**src/rtl/hazard_ctrl_unit.sv**
```systemverilog
// Pipeline hazard sequencer for the 5-stage RV32I core: load-use stalls, branch flushes,
// data-memory wait sequencing with timeout fault, and saturating stall/flush counters.
module hazard_ctrl_unit #(
    parameter int unsigned MEM_TIMEOUT = 16,
    parameter int unsigned CNT_W       = 32,
    parameter int unsigned WAIT_W      = 8
) (
    input  logic             clk,
    input  logic             rst_n,
    input  logic [4:0]       if_id_rs1,
    input  logic [4:0]       if_id_rs2,
    input  logic             if_id_use_rs1,
    input  logic             if_id_use_rs2,
    input  logic [4:0]       id_ex_rd,
    input  logic             id_ex_memread,
    input  logic             ex_branch_taken,
    input  logic             mem_req,
    input  logic             mem_ready,
    output logic             pc_write,
    output logic             if_id_write,
    output logic             if_id_flush,
    output logic             id_ex_write,
    output logic             id_ex_flush,
    output logic             ex_mem_write,
    output logic             mem_wb_flush,
    output logic             fault,
    output logic [CNT_W-1:0] stall_cnt,
    output logic [CNT_W-1:0] flush_cnt
);

    typedef enum logic [1:0] {
        RUN      = 2'd0,
        MEM_WAIT = 2'd1,
        FAULT    = 2'd2
    } state_e;

    localparam logic [WAIT_W-1:0] TimeoutLast = WAIT_W'(MEM_TIMEOUT - 1);

    state_e            state_q, state_d;
    logic [WAIT_W-1:0] waitCnt_q, waitCnt_d;
    logic              fault_q, fault_d;
    logic [CNT_W-1:0]  stallCnt_q, stallCnt_d;
    logic [CNT_W-1:0]  flushCnt_q, flushCnt_d;

    logic memWait;
    logic loadUse;
    logic timeoutHit;
    logic branchFlush;

    assign memWait = mem_req & ~mem_ready;

    // A load writing x0 never produces a usable value, so it can never cause a stall.
    assign loadUse = id_ex_memread && (id_ex_rd != 5'd0) &&
                     ((if_id_use_rs1 && (if_id_rs1 == id_ex_rd)) ||
                      (if_id_use_rs2 && (if_id_rs2 == id_ex_rd)));

    assign timeoutHit = (MEM_TIMEOUT != 0) && (waitCnt_q >= TimeoutLast);

    always_ff @(posedge clk or negedge rst_n) begin
        if (!rst_n) begin
            state_q    <= RUN;
            waitCnt_q  <= '0;
            fault_q    <= 1'b0;
            stallCnt_q <= '0;
            flushCnt_q <= '0;
        end else begin
            state_q    <= state_d;
            waitCnt_q  <= waitCnt_d;
            fault_q    <= fault_d;
            stallCnt_q <= stallCnt_d;
            flushCnt_q <= flushCnt_d;
        end
    end

    // The cycle that first sees memWait counts as wait cycle 1; dropping mem_req acts as ready.
    always_comb begin
        state_d   = state_q;
        waitCnt_d = waitCnt_q;
        fault_d   = fault_q;
        unique case (state_q)
            RUN: begin
                if (memWait) begin
                    if (MEM_TIMEOUT == 1) begin
                        state_d   = FAULT;
                        fault_d   = 1'b1;
                        waitCnt_d = '0;
                    end else begin
                        state_d   = MEM_WAIT;
                        waitCnt_d = WAIT_W'(1);
                    end
                end
            end
            MEM_WAIT: begin
                if (!memWait) begin
                    state_d   = RUN;
                    waitCnt_d = '0;
                end else if (timeoutHit) begin
                    state_d   = FAULT;
                    fault_d   = 1'b1;
                    waitCnt_d = '0;
                end else if (waitCnt_q != '1) begin
                    waitCnt_d = waitCnt_q + WAIT_W'(1);
                end
            end
            FAULT: begin
                state_d = FAULT;
                fault_d = 1'b1;
            end
            default: begin
                state_d   = RUN;
                waitCnt_d = '0;
            end
        endcase
    end

    // A pending branch or load-use stays frozen during a memory wait and resolves afterwards.
    always_comb begin
        pc_write     = 1'b1;
        if_id_write  = 1'b1;
        if_id_flush  = 1'b0;
        id_ex_write  = 1'b1;
        id_ex_flush  = 1'b0;
        ex_mem_write = 1'b1;
        mem_wb_flush = 1'b0;
        branchFlush  = 1'b0;
        if (!rst_n || (state_q == FAULT)) begin
            pc_write     = 1'b0;
            if_id_write  = 1'b0;
            if_id_flush  = 1'b1;
            id_ex_write  = 1'b0;
            id_ex_flush  = 1'b1;
            ex_mem_write = 1'b0;
            mem_wb_flush = 1'b1;
        end else if (memWait) begin
            pc_write     = 1'b0;
            if_id_write  = 1'b0;
            id_ex_write  = 1'b0;
            ex_mem_write = 1'b0;
            mem_wb_flush = 1'b1;
        end else if (ex_branch_taken) begin
            if_id_flush = 1'b1;
            id_ex_flush = 1'b1;
            branchFlush = 1'b1;
        end else if (loadUse) begin
            pc_write    = 1'b0;
            if_id_write = 1'b0;
            id_ex_flush = 1'b1;
        end
    end

    always_comb begin
        stallCnt_d = stallCnt_q;
        flushCnt_d = flushCnt_q;
        if (!pc_write && (stallCnt_q != '1)) begin
            stallCnt_d = stallCnt_q + CNT_W'(1);
        end
        if (branchFlush && (flushCnt_q != '1)) begin
            flushCnt_d = flushCnt_q + CNT_W'(1);
        end
    end

    assign fault     = fault_q;
    assign stall_cnt = stallCnt_q;
    assign flush_cnt = flushCnt_q;

endmodule
```
**config.mk**
```make
export PLATFORM = sky130hd
export DESIGN_NAME = hazard_ctrl_unit
export DESIGN_NICKNAME = d
export VERILOG_FILES = /design/src/rtl/hazard_ctrl_unit.sv
export SDC_FILE = /design/constraint.sdc
export NUM_CORES = 1
export LEC_CHECK = 0
export CAP_MARGIN = 20
export CORE_MARGIN = 2
export CORE_UTILIZATION = 49
export DETAILED_ROUTE_END_ITERATION = 8
export PLACE_DENSITY = 0.87
export SETUP_SLACK_MARGIN = 0.15
export SLEW_MARGIN = 10
export SYNTH_ARGS = -nofsm -noshare
export SYNTH_HDL_FRONTEND = slang
export SYNTH_SLANG_ARGS = --single-unit
```
**constraint.sdc**
```tcl
create_clock -name clk -period 2.3 [get_ports clk]
set_clock_uncertainty 0.15 [all_clocks]
set_input_delay 0.46 -clock clk [delete_from_list [all_inputs] [get_ports clk]]
set_output_delay 0.46 -clock clk [all_outputs]
set_load 0.02 [all_outputs]
```
# Word-level counts from Yosys, hierarchy flattened
# Index checks and enable logic that the tools add are counted.
classes:
  addsub: 3
  order_cmp: 1
  n_eq_ne: 12
  muxes: 28
  bitwise_logic: 3
  reduce_logical: 16
op_table:
  columns: ["op", "count"]
  rows:
  - ["$add 32x1->32 const B", 2]
  - ["$ne 32x32->1 const B", 2]
  - ["$mux 8", 4]
  - ["$pmux 8 s3", 1]
  - ["$mux 1", 18]
  - ["$eq 5x5->1", 2]
  - ["$add 8x1->8 const B", 1]
  - ["$ge 8x4->1 const B", 1]
  - ["$ne 8x8->1 const B", 1]
  - ["$logic_and 1x1->1", 6]
  - ["$mux 2", 3]
  - ["$ne 2x2->1 const B", 3]
  - ["$pmux 2 s3", 1]
  - ["$reduce_and 3->1", 2]
  - ["$reduce_bool 5->1", 1]
  - ["$ne 4x4->1 const B", 1]
  - ["$ne 3x3->1 const B", 1]
  - ["$eq 2x1->1 const B", 1]
  - ["$eq 2x2->1 const B", 1]
  - ["$logic_not 1->1", 2]
  - ["$logic_not 2->1", 1]
  - ["$logic_or 1x1->1", 2]
  - ["$not 1->1", 2]
  - ["$pmux 1 s2", 1]
  - ["3 further kinds", 3]
totals:
  ff_bits: 75
  in_bits: 23
  output_inout_bits: 72
  elab_cells: 68

# Longest topological paths before layout
depth:
  depth_word: 10
  ltp_mapped: 8
  depth_no_buf: 7

# Worst setup path after synthesis
# No wires, ideal clock.
synth_timing:
  kind: "input port to output port"
  from: "input id_ex_rd[1]"
  to: "output pc_write"
  t_arrival_ns: 1.953
  path_slack_ns: -0.263
  stages: 5
  path_buffers: 1
  cell_sequence: "or4_1 > o21ai_0 > nor2_1 > a21oi_1 > buf_4"
synth_via:
  elab_chain_cells: 8
synth_rtl:
  columns: ["item", "line_no", "source"]
  rows:
  - ["start, declared", "14", "input logic [4:0] id_ex_rd,"]
  - ["$eq 5x5->1, on equally long branches", "54, 55", null]
  - ["$logic_and 1x1->1, on equally long branches", "54, 55", null]
  - ["$logic_or 1x1->1", "54", "((if_id_use_rs1 && (if_id_rs1 == id_ex_rd)) ||"]
  - ["$logic_and 1x1->1 (*)", "53", "assign loadUse = id_ex_memread && (id_ex_rd != 5'd0) &&"]
  - ["$mux 1 (*) (4 in a row)", null, null]
  - ["end, declared", "19", "output logic pc_write,"]
# Every way passes the cells marked *; elsewhere a longest branch is shown, timed or not.

# Worst setup path after layout
layout_timing:
  from: "input id_ex_rd[2]"
  to: "output id_ex_flush"
layout_via:
  elab_chain_cells: 8
layout_rtl:
  columns: ["item", "line_no", "source"]
  rows:
  - ["$eq 5x5->1, on equally long branches", "54, 55", null]
  - ["$logic_and 1x1->1, on equally long branches", "54, 55", null]
  - ["$logic_or 1x1->1", "54", null]
  - ["$logic_and 1x1->1 (*)", "53", null]
  - ["$mux 1 (*)", "144", "end else if (loadUse) begin"]
  - ["$mux 1 (*)", "140", "end else if (ex_branch_taken) begin"]
  - ["$mux 1 (*)", "134", "end else if (memWait) begin"]
  - ["$mux 1 (*)", "126", "if (!rst_n || (state_q == FAULT)) begin"]
  - ["end, declared", "23", "output logic id_ex_flush,"]
# Marks and branches as above.

==> results.yml <==
cells_and_area:
  area_growth_syn_to_layout_pct: 51.97
  multiInputGateArea_um2: 1857
  register_area_um2: 1884
  mostFrequentLayoutCells: "dfrtp_1 (69), clkdlybuf4s50_1 (67), xnor2_1 (62), buf_4 (56), nand4_1 (29)"
  drive_gt1_frac: 0.2495
  post-route-util: 0.7688
  num_antenna_cells: 0
  nNetsFinal: 526
  final_common_cell: "dfrtp_1"
  fillers: 474
clocking:
  numCtsBuffers: 9
  clock_latency_ns: 0.36
  cts_buffer_depth: 2
  clockRootBuffer: "clkbuf_8"
  clock-sinks: 75
  ctsHtreeMaxLevel: 3
  hold_buffers: 0
  path_clk_slew_ns: 0.08
  cts_tree: "done"
timing:
  clock.fmax_ghz: 0.4317
  setup_viol: 1
  rsz0062_at_grt: "yes"
  period_minus_slack_ns: 2.316
  fin_ws_ns: -0.01638
  tns_ns: -0.01638
  finalCritPeriodShare: 1.007
  hold_violations: 0
  drv_slew: 0
  worstMarginPinSlew_ns: 0.9232
  maxSlewHeadroom: 0.3845
placement:
  io_buffers: 94
  globalplace.congestion: 0.8306
  dp_hpwl_mm: 6.748
drt:
  drtAntennaViolNets: 0
  dr_wl_met3_um: 375
  drt-met1-wl_mm: 3.981
  drc: 0
  firstDrtPassIters: 5
  wl_per_cell_um: 16.30
  drtIter0Drc: 119
  top_layer_used: "met4"
  viasPerCell: 5.421
  route.met2.wl_mm: 5.254
  wirelength_mm: 9.846
  vias: 3274
yosys:
  syn_area_um2: 3650
  synth-simple-area-share: 0.2437
  avgSynthCellArea_um2: 10.67
  ys_ff_latch: 75
  synth_compound_area_frac: 0.03771
  synth_nets: 368
  synth_edf_count: 0
  async_flop_share: 1.000
  synth_cell_type_count: 39
  synthTopCellsByArea: "dfrtp_1 (51%), xnor2_1 (15%), nand4_1 (5.0%), nand3_1 (4.4%), and4_1 (2.6%)"
  synth-xor-area-share: 0.1704
  ys_warn_count: 0
  synthAdderAreaFrac: 0.01028
  synth_flop_cell: "dfrtp_1"
  synthMuxAreaShare: 0.007199
  synth_top_family_by_area: "simple AND/OR/NAND/NOR gates"
  synth_top_area_cell: "dfrtp_1"
  ys_seq_area_frac: 0.5142
  synthCells: 342
  synth_top_cell_area_share: 0.5142
outcome:
  violations: "negative setup slack"
  outcome: "complete, but fails checks"
flow_run:
  drv_cap: 0
global_routing:
  grt_pass1_vias: 3294
  grt_max_degree: 76
  antenna_found_initial: 0
  grt.total_usage: 0.2446
  grt_pass1_wl_mm: 15.92
  grt_overflow: 0
critical_path:
  crit_buf_inv: 3
  crit_slowest_cell: "or4_4"
  worst_ep_arrival_time_ns: 1.71
  critPathTopFamily: "simple AND/OR/NAND/NOR gates"
  crit_type: "input pin to primary output"
  setup.worst_path.end_class: "primary output"
  worst-path-max-fanout: 2
  timing.critical_path.cells: "buf_2 > or4_4 > o21ai_4 > buf_6 > nand3b_1 > nand2b_1 > buf_6"
  critPathMostFrequentCell: "buf_6"
  cpPeakStageDelay_ns: 0.53
  required_ns: 1.69
  crit_path_start_kind: "input pin"
power_and_ir_drop:
  p_leak_uw: 0.002445
  power_density_nw_per_um2: 677.0
  power.clock.fraction: 0.323
  p_sw_frac: 0.2958
  ir_drop_uv: 506.7
  power_frac_comb: 0.262
  internal_power_uw: 2644
  p_sw_uw: 1111
  power.share.sequential: 0.414
hold_path:
  hold_class: "input pin to asynchronous set/reset pin"
floorplanning:
  die_w_um: 90.31
  core_region_area_um2: 7214
  start_util: 0.5059
  io_pins: 95
  die_area_um2: 8155
  fp.dieH_um: 90.31
  num_rows: 31
[through the flow]
stage | std cells | worst slack, ns | total power (uW) | cell area [um^2] | hold slack [ns]
floorplan | 342 | -0.01387 | 1994 | 3669 | 0.01441
global route | 604 | -0.03933 | 3911 | 5547 | 0.2958
finish | 604 | -0.01638 | 3755 | 5547 | 0.2221
global placement | 576 | -0.7494 | 2460 | 5062 | 0.3043
detailed placement | 576 | -0.7896 | 2494 | 5062 | 0.3199
CTS | 597 | -0.01741 | 3725 | 5399 | 0.2588
[cells by family (layout without fill, tap and decap cells)]
family / after synthesis / count (layout)
multiplexers: 2 / 2
XOR/XNOR: 71 / 71
flip-flops: 75 / 75
buffers and inverters: 11 / 174
AND/OR/NAND/NOR: 158 / 158
AO/OA/AOI/OAI: 22 / 22
adder cells (fa/ha/maj): 3 / 3
[synth_stat cells, types with 6 or more instances]
cell,number
nor2_1,17
and4_1,11
xor2_1,7
nand3_1,32
and3_1,13
and2_1,10
xnor2_1,64
nor3_1,6
nand2_1,25
nand4_1,29
dfrtp_1,75
[state kept, by name, indices dropped and copies added (netlist names)]
name and count:
fault 1, flush_cnt 32, stall_cnt 32, state_q 2, waitCnt_q 8
[worst paths after layout]
kind,slack [ns],cells past startpoint,endpoint,start
max,-0.02,7,id_ex_flush,id_ex_rd[2]
min,0.22,2,flush_cnt[2],rst_n
max reg2reg,0.12,6,stall_cnt[1],stall_cnt[10]
min reg2reg,0.34,1,fault,fault
max in group asynchronous,1.13,2,stall_cnt[14],rst_n
min in group clk,0.34,1,fault,fault
[repair_timing]
item | CTS | global route
setup buffers | 4 | 6
endpoints found under the setup margin | 43 | 62
cloned | 1 | 1
pin swaps | 17 | 21
gates resized for setup | 74 | 25
[power by group through the flow]
stage,registers (uW),logic (uW),clock network [uW]
6_report,1560,985,1210
5_1_grt,1570,1040,1300
4_1_cts,1550,944,1230
3_5_place_dp,1580,917,0
3_3_place_gp,1570,895,0
2_1_floorplan,1710,286,0
[per-layer routing]
metal  vias up  GRT usage
li1       1535          -
met1      1614     0.2913
met2       103     0.4286
met3        22    0.04257
met4         0     0.1192
met5         -          0
[cell type report]
class	count	area share
Clock inverter	7	0.02098
Timing Repair Buffer	155	0.2578
Sequential cell	75	0.3397
Inverter	3	0.002030
Clock buffer	9	0.02233
Multi-Input combinational cell	256	0.3348
Tap cell	99	0.02233
(Power assumes the default switching activity.)
